<file path="config.mk">
export PLATFORM = sky130hd
export DESIGN_NAME = crc_stream_engine_flat
export DESIGN_NICKNAME = d
export VERILOG_FILES = /design/src/rtl/crc_stream_engine_if.sv /design/src/rtl/crc_stream_engine.sv /design/src/flat_wrapper.sv
export SDC_FILE = /design/constraint.sdc
export NUM_CORES = 1
export LEC_CHECK = 0
export BUFFER_PORTS_ARGS = -buffer_cell sky130_fd_sc_hd__buf_2
export CORE_MARGIN = 3
export CORE_UTILIZATION = 51
export CTS_BUF_LIST = sky130_fd_sc_hd__clkbuf_8
export CTS_CLUSTER_DIAMETER = 100
export DETAILED_ROUTE_END_ITERATION = 12
export GPL_ROUTABILITY_DRIVEN = 0
export HOLD_SLACK_MARGIN = 0.02
export PLACE_DENSITY = 0.87
export SYNTH_ARGS = -nofsm -noshare
export SYNTH_HDL_FRONTEND = slang
export SYNTH_SLANG_ARGS = --single-unit
</file>
<file path="constraint.sdc">
create_clock -name Clk -period 1.9 [get_ports Clk]
set_input_delay 0.19 -clock Clk [delete_from_list [all_inputs] [get_ports Clk]]
set_output_delay 0.19 -clock Clk [all_outputs]
set_load 0.01 [all_outputs]
</file>
<file path="src/rtl/crc_stream_engine_if.sv">
// rtl/crc_stream_engine_if.sv - payload beat stream in, framed CRC result out
interface crc_stream_engine_if #(
  parameter int DATA_W = 8,
  parameter int CRC_W  = 16
);
  localparam int BYTES   = DATA_W / 8;
  localparam int BYTES_W = $clog2(BYTES + 1);

  logic               In_Valid;
  logic               In_Ready;
  logic [DATA_W-1:0]  In_Data;
  logic               In_First;
  logic               In_Last;
  logic [BYTES_W-1:0] In_Bytes;
  logic               Crc_Valid;
  logic               Crc_Ready;
  logic [CRC_W-1:0]   Crc_Out;

  modport master (
    output In_Valid, In_Data, In_First, In_Last, In_Bytes, Crc_Ready,
    input  In_Ready, Crc_Valid, Crc_Out
  );

  modport slave (
    input  In_Valid, In_Data, In_First, In_Last, In_Bytes, Crc_Ready,
    output In_Ready, Crc_Valid, Crc_Out
  );
endinterface

</file>
<file path="src/rtl/crc_stream_engine.sv">
// rtl/crc_stream_engine.sv - parametrised per-frame streaming CRC generator
// Whole beats fold into the accumulator in one cycle; the result is held until consumed.
module crc_stream_engine #(
  parameter int               CRC_W       = 16,
  parameter logic [CRC_W-1:0] POLY        = 16'h1021,
  parameter logic [CRC_W-1:0] INIT        = 16'hFFFF,
  parameter logic [CRC_W-1:0] XOR_OUT     = 16'h0000,
  parameter bit               REFLECT_IN  = 1'b0,
  parameter bit               REFLECT_OUT = 1'b0,
  parameter int               DATA_W      = 8
) (
  input  logic                Clk,
  input  logic                Rst_n,
  crc_stream_engine_if.slave  bus,
  output logic                Err_Restart,
  output logic [15:0]         Frame_Cnt
);
  localparam int BYTES = DATA_W / 8;

  typedef enum logic [1:0] {IDLE, BUSY, DONE} state_t;

  state_t           state_q, state_d;
  logic [CRC_W-1:0] acc_q, acc_d;
  logic [CRC_W-1:0] crc_q, crc_d;
  logic [15:0]      cnt_d;
  logic             err_d;
  logic             accept;
  int               nbytes;
  logic [CRC_W-1:0] start_acc, beat_acc;

  // Lanes beyond nbytes are skipped; lane 0 is the most significant byte.
  function automatic logic [CRC_W-1:0] crc_beat(input logic [CRC_W-1:0] acc_in,
                                               input logic [DATA_W-1:0] data,
                                               input int n);
    logic [CRC_W-1:0] acc;
    logic [7:0]       b;
    logic             fb;
    acc = acc_in;
    for (int l = 0; l < BYTES; l++) begin
      b = data[DATA_W-1-8*l -: 8];
      if (l < n) begin
        for (int i = 0; i < 8; i++) begin
          fb  = acc[CRC_W-1] ^ (REFLECT_IN ? b[i] : b[7-i]);
          acc = {acc[CRC_W-2:0], 1'b0} ^ (fb ? POLY : '0);
        end
      end
    end
    return acc;
  endfunction

  function automatic logic [CRC_W-1:0] crc_final(input logic [CRC_W-1:0] a);
    logic [CRC_W-1:0] r;
    for (int i = 0; i < CRC_W; i++) r[i] = REFLECT_OUT ? a[CRC_W-1-i] : a[i];
    return r ^ XOR_OUT;
  endfunction

  assign bus.In_Ready  = (state_q != DONE) || bus.Crc_Ready;
  assign bus.Crc_Valid = (state_q == DONE);
  assign bus.Crc_Out   = crc_q;

  always_comb begin
    accept    = bus.In_Valid && bus.In_Ready;
    nbytes    = (bus.In_Last && bus.In_Bytes != '0) ? int'(bus.In_Bytes) : BYTES;
    // A new frame (from IDLE, from a retiring DONE, or a restart) always seeds from INIT.
    start_acc = (state_q == BUSY && !bus.In_First) ? acc_q : INIT;
    beat_acc  = crc_beat(start_acc, bus.In_Data, nbytes);
    state_d   = state_q;
    acc_d     = acc_q;
    crc_d     = crc_q;
    cnt_d     = Frame_Cnt;
    err_d     = accept && bus.In_First && (state_q == BUSY);
    if (accept) begin
      if (bus.In_Last) begin
        state_d = DONE;
        acc_d   = INIT;
        crc_d   = crc_final(beat_acc);
        cnt_d   = Frame_Cnt + 16'd1;
      end else begin
        state_d = BUSY;
        acc_d   = beat_acc;
      end
    end else if (state_q == DONE && bus.Crc_Ready) begin
      state_d = IDLE;
    end
  end

  always_ff @(posedge Clk or negedge Rst_n) begin
    if (!Rst_n) begin
      state_q     <= IDLE;
      acc_q       <= INIT;
      crc_q       <= '0;
      Err_Restart <= 1'b0;
      Frame_Cnt   <= 16'd0;
    end else begin
      state_q     <= state_d;
      acc_q       <= acc_d;
      crc_q       <= crc_d;
      Err_Restart <= err_d;
      Frame_Cnt   <= cnt_d;
    end
  end
endmodule

</file>
<file path="src/flat_wrapper.sv">
// flat-port wrapper written by rule: the top's interface ports become plain ports
module crc_stream_engine_flat 
#(
  parameter int               CRC_W       = 16,
  parameter logic [CRC_W-1:0] POLY        = 16'h1021,
  parameter logic [CRC_W-1:0] INIT        = 16'hFFFF,
  parameter logic [CRC_W-1:0] XOR_OUT     = 16'h0000,
  parameter bit               REFLECT_IN  = 1'b0,
  parameter bit               REFLECT_OUT = 1'b0,
  parameter int               DATA_W      = 8
)
  (Clk, Rst_n, Err_Restart, Frame_Cnt, bus_In_Valid, bus_In_Data, bus_In_First, bus_In_Last, bus_In_Bytes, bus_Crc_Ready, bus_In_Ready, bus_Crc_Valid, bus_Crc_Out);
  crc_stream_engine_if #(.DATA_W(DATA_W), .CRC_W(CRC_W)) bus_i ();
  input  logic Clk;
  input  logic Rst_n;
  output logic Err_Restart;
  output logic [15:0] Frame_Cnt;
  input wire logic [$bits(bus_i.In_Valid)-1:0] bus_In_Valid;
  input wire logic [$bits(bus_i.In_Data)-1:0] bus_In_Data;
  input wire logic [$bits(bus_i.In_First)-1:0] bus_In_First;
  input wire logic [$bits(bus_i.In_Last)-1:0] bus_In_Last;
  input wire logic [$bits(bus_i.In_Bytes)-1:0] bus_In_Bytes;
  input wire logic [$bits(bus_i.Crc_Ready)-1:0] bus_Crc_Ready;
  output wire logic [$bits(bus_i.In_Ready)-1:0] bus_In_Ready;
  output wire logic [$bits(bus_i.Crc_Valid)-1:0] bus_Crc_Valid;
  output wire logic [$bits(bus_i.Crc_Out)-1:0] bus_Crc_Out;
  assign bus_i.In_Valid = bus_In_Valid;
  assign bus_i.In_Data = bus_In_Data;
  assign bus_i.In_First = bus_In_First;
  assign bus_i.In_Last = bus_In_Last;
  assign bus_i.In_Bytes = bus_In_Bytes;
  assign bus_i.Crc_Ready = bus_Crc_Ready;
  assign bus_In_Ready = bus_i.In_Ready;
  assign bus_Crc_Valid = bus_i.Crc_Valid;
  assign bus_Crc_Out = bus_i.Crc_Out;
  crc_stream_engine #(.CRC_W(CRC_W), .POLY(POLY), .INIT(INIT), .XOR_OUT(XOR_OUT), .REFLECT_IN(REFLECT_IN), .REFLECT_OUT(REFLECT_OUT), .DATA_W(DATA_W)) u_core (.Clk(Clk), .Rst_n(Rst_n), .bus(bus_i), .Err_Restart(Err_Restart), .Frame_Cnt(Frame_Cnt));
endmodule
</file>
==> summary.md <==
| Metric | Value |
|---|---|
| Status | `complete, no violations` |
| PortBufs | `48` |
| Detail Placement HPWL | `3.820 mm` |
| Final Hold Viols | `0` |
| Area leader, netlist | `dfrtp_1` |
| Final TNS setup | `0 ns` |
| H-tree depth | `2` |
| Residual DRC count | `0` |
| Synth async-reset ratio | `100.0%` |
| Type of destination of the critical path | `flop` |
| Clock sink count | `51` |
| First-pass GRT wire length | `8.611 mm` |
| DR vias | `1,898` |
| Maximum VDD drop | `496.8 uV` |
| Fin crit share | `94.72%` |
| Pin count of the biggest net entering global routing | `31` |
| Cell Area, Synth | `0.002571 mm^2` |
| IO Count | `50` |
| Num rows | `25` |
| Footprint of the multi-input gates | `0.001210 mm^2` |
| Worst skew pair latency | `0.30 ns` |
| Post-synth top flop | `dfrtp_1` |
| Total Wirelength | `5.176 mm` |
| CP max stage delay | `0.43 ns` |
| Die W | `77.01 um` |
| Pre-Repair DR Iteration Count | `4` |
| Num CTS Buffers | `5` |
| CP cell instances | `or3b_1, buf_4, nor2_8, xnor3_1, a21oi_1` |
| Filler Cell Count | `382` |
| Maxcap violations | `0` |
| Final ANT Viol Nets | `0` |
| RSZ-0062 raised after global routing | `false` |
| Sequential fraction of the synthesis area | `50.41%` |
| CTS tree | `built` |
| Die ar. | `0.005930 mm^2` |
| Area contributors post-synth | `dfrtp_1, dfstp_2, xnor2_1, xnor3_1, nand2_1` |
| Share of cells above drive strength 1 | `29.39%` |
| Post-route clock skew | `0.005737 ns` |
| FF/Latch Area | `0.001296 mm^2` |
| Cell area after layout | `0.003045 mm^2` |
| Root Buffer | `clkbuf_8` |
| Dpl cell area | `0.002910 mm^2` |
| Worst path arrival time | `2.03 ns` |
| Power Dens Cells | `975.0 mW/mm^2` |
| Initial antenna violation count | `0` |
| Total power | `2969 uW` |
| Slew Limit Fails | `0` |
| Vias in the first global route | `1,798` |
| Core area | `0.004786 mm^2` |
| Nets | `311` |
| Setup violators final | `0` |
| Die Ht | `77.01 um` |
| Slowest cell on crit path | `or3b_1` |
| Total GRT Usage | `18.03%` |
| F_max | `555.6 MHz` |
| Type of the tightest min-delay check | `in2reg` |
| Crit path kind | `reg2reg` |
| Avg Synthesized Cell Area | `10.71 um^2` |
| WP data required | `2.13 ns` |
| Vias per cell | `5.229` |
| Grt ovf | `0` |
| Leak | `0.001445 uW` |
| Ys Warns | `0` |
| Post-synth EDFFs | `0` |
| Distinct cell type count after synthesis | `38` |
| ANT cells | `0` |
| Top cell type's share of synthesized area | `34.06%` |
| DR iter-0 viols | `82` |
| Starting Density | `53.73%` |
| Hold Worst Slack | `0.1674 ns` |
| Clk slew on worst S/H paths | `0.09 ns` |
| Worst Path Buf+Inv | `1` |
| CP max FO | `9` |
| Max clock buf depth | `2` |
| Minimum clock period | `1.800 ns` |
| Crit path launch type | `flop` |
| Syn Nets | `256` |
| Actual slew at the worst max-slew pin | `0.6885 ns` |
| Worst path top cell family by delay | `simple AND/OR/NAND/NOR gates` |
| Cells after synthesis | `240` |
| Synth Register Bits | `51` |
| Max_slew headroom | `54.05%` |
| Routed len/inst | `14.26 um` |
| Area grow syn2layout | `18.44%` |
cell usage in the layout, fill, tap and decap left out, drive strengths merged, types with 3 or more instances in the layout:
cell type  count
nor4b          3
clkbuf         6
dfrtp         35
a21oi         16
nor3           5
xor2          11
nand4          7
nand2         29
dfstp         16
o21ai         17
and3           4
xnor3          5
nand3          4
xnor2         26
buf           57
nor2          31
area by class of cell:
cell class,instances,area share (%)
clock inverter,2,1.150
inverter,2,0.2465
sequential,51,42.56
clock buffer,6,2.712
multi-input combinational,177,39.73
timing repair buffer,58,10.85
tap,67,2.753
routing by layer:
layer	GRT usage [%]	up-vias	part of all wire [%]
met5	0	-	0
met4	5.872	0	1.8
met3	4.108	11	5.1
met2	29.27	51	48
met1	24.03	916	45
li1	-	920	-
cell usage after synthesis (2+ instances only):
master	n
dfstp_2	16
o21ai_1	5
nor2_8	3
xor2_1	11
buf_6	3
xnor2_1	26
inv_1	2
nor4b_1	3
dfrtp_1	35
xnor3_1	5
and3_1	4
nand2_1	29
nand4_1	7
a211oi_1	2
o21ai_0	12
xor3_1	2
nand3_1	4
nor2_1	28
nor3_1	5
a21oi_1	16
clkbuf_1	5
state kept, by name, summed over array words and instances, names as in the netlist:
| signal | cells |
|---|---|
| u_core.Frame_Cnt | 16 |
| u_core.acc_q | 16 |
| u_core.bus.Crc_Out | 16 |
| u_core.state_q | 2 |
| u_core.Err_Restart | 1 |
cell families after synthesis:
| group | count (synthesis) | share of synthesized area (%) |
|---|---|---|
| and+or+nand+nor | 91 | 18.69 |
| DFF | 51 | 50.41 |
| xor gates and xnor gates | 44 | 18.83 |
| AOI/OAI and AO/OA | 40 | 8.370 |
| buffers and inverters | 12 | 2.822 |
| muxes | 1 | 0.3893 |
| adders and majority gates | 1 | 0.4865 |
worst paths after layout:
path                                             from                    end  slack, ns  cells after the start
worst max register to register      u_core.state_q[1]        u_core.acc_q[8]       0.10                      5
worst min register to register  u_core.bus.Crc_Out[3]  u_core.bus.Crc_Out[3]       0.48                      2
worst min-delay path                      bus_In_Last      u_core.state_q[1]       0.17                      3
min in group asynchronous                       Rst_n    u_core.Frame_Cnt[2]       0.38                      2
max in group asynchronous                       Rst_n       u_core.acc_q[10]       0.92                      3
worst max-delay path                u_core.state_q[1]        u_core.acc_q[8]       0.10                      5
power breakdown:
| part | switching [uW] | internal (uW) | total, uW |
|---|---|---|---|
| logic | 412 | 338 | 749 |
| clock network | 347 | 426 | 773 |
| registers | 143 | 1300 | 1450 |
per-stage QoR:
step | worst slack, ns | util (%) | std cells
CTS | 0.07286 | 63.48 | 363
global placement | 0.1549 | 60.81 | 354
floorplan | 0.07993 | - | 240
detailed placement | 0.1066 | 60.81 | 354
global route | 0.01316 | 63.63 | 363
finish | 0.1003 | 63.63 | 363
repair_timing:
| action | CTS | global route |
|---|---|---|
| endpoints found under the setup margin | 0 | 7 |
| buffers inserted | 0 | 0 |
| hold buffers | 1 | 0 |
| hold endpoints to repair | 15 | 0 |
| gates resized for setup | 0 | 3 |
worst min-delay path: cells and delay by family:
| kind | cells | cell delay, ns |
|---|---|---|
| buffers and inverters | 1 | 0.12 |
| and+or+nand+nor | 2 | 0.13 |
Power figures use the tool's default switching activity.
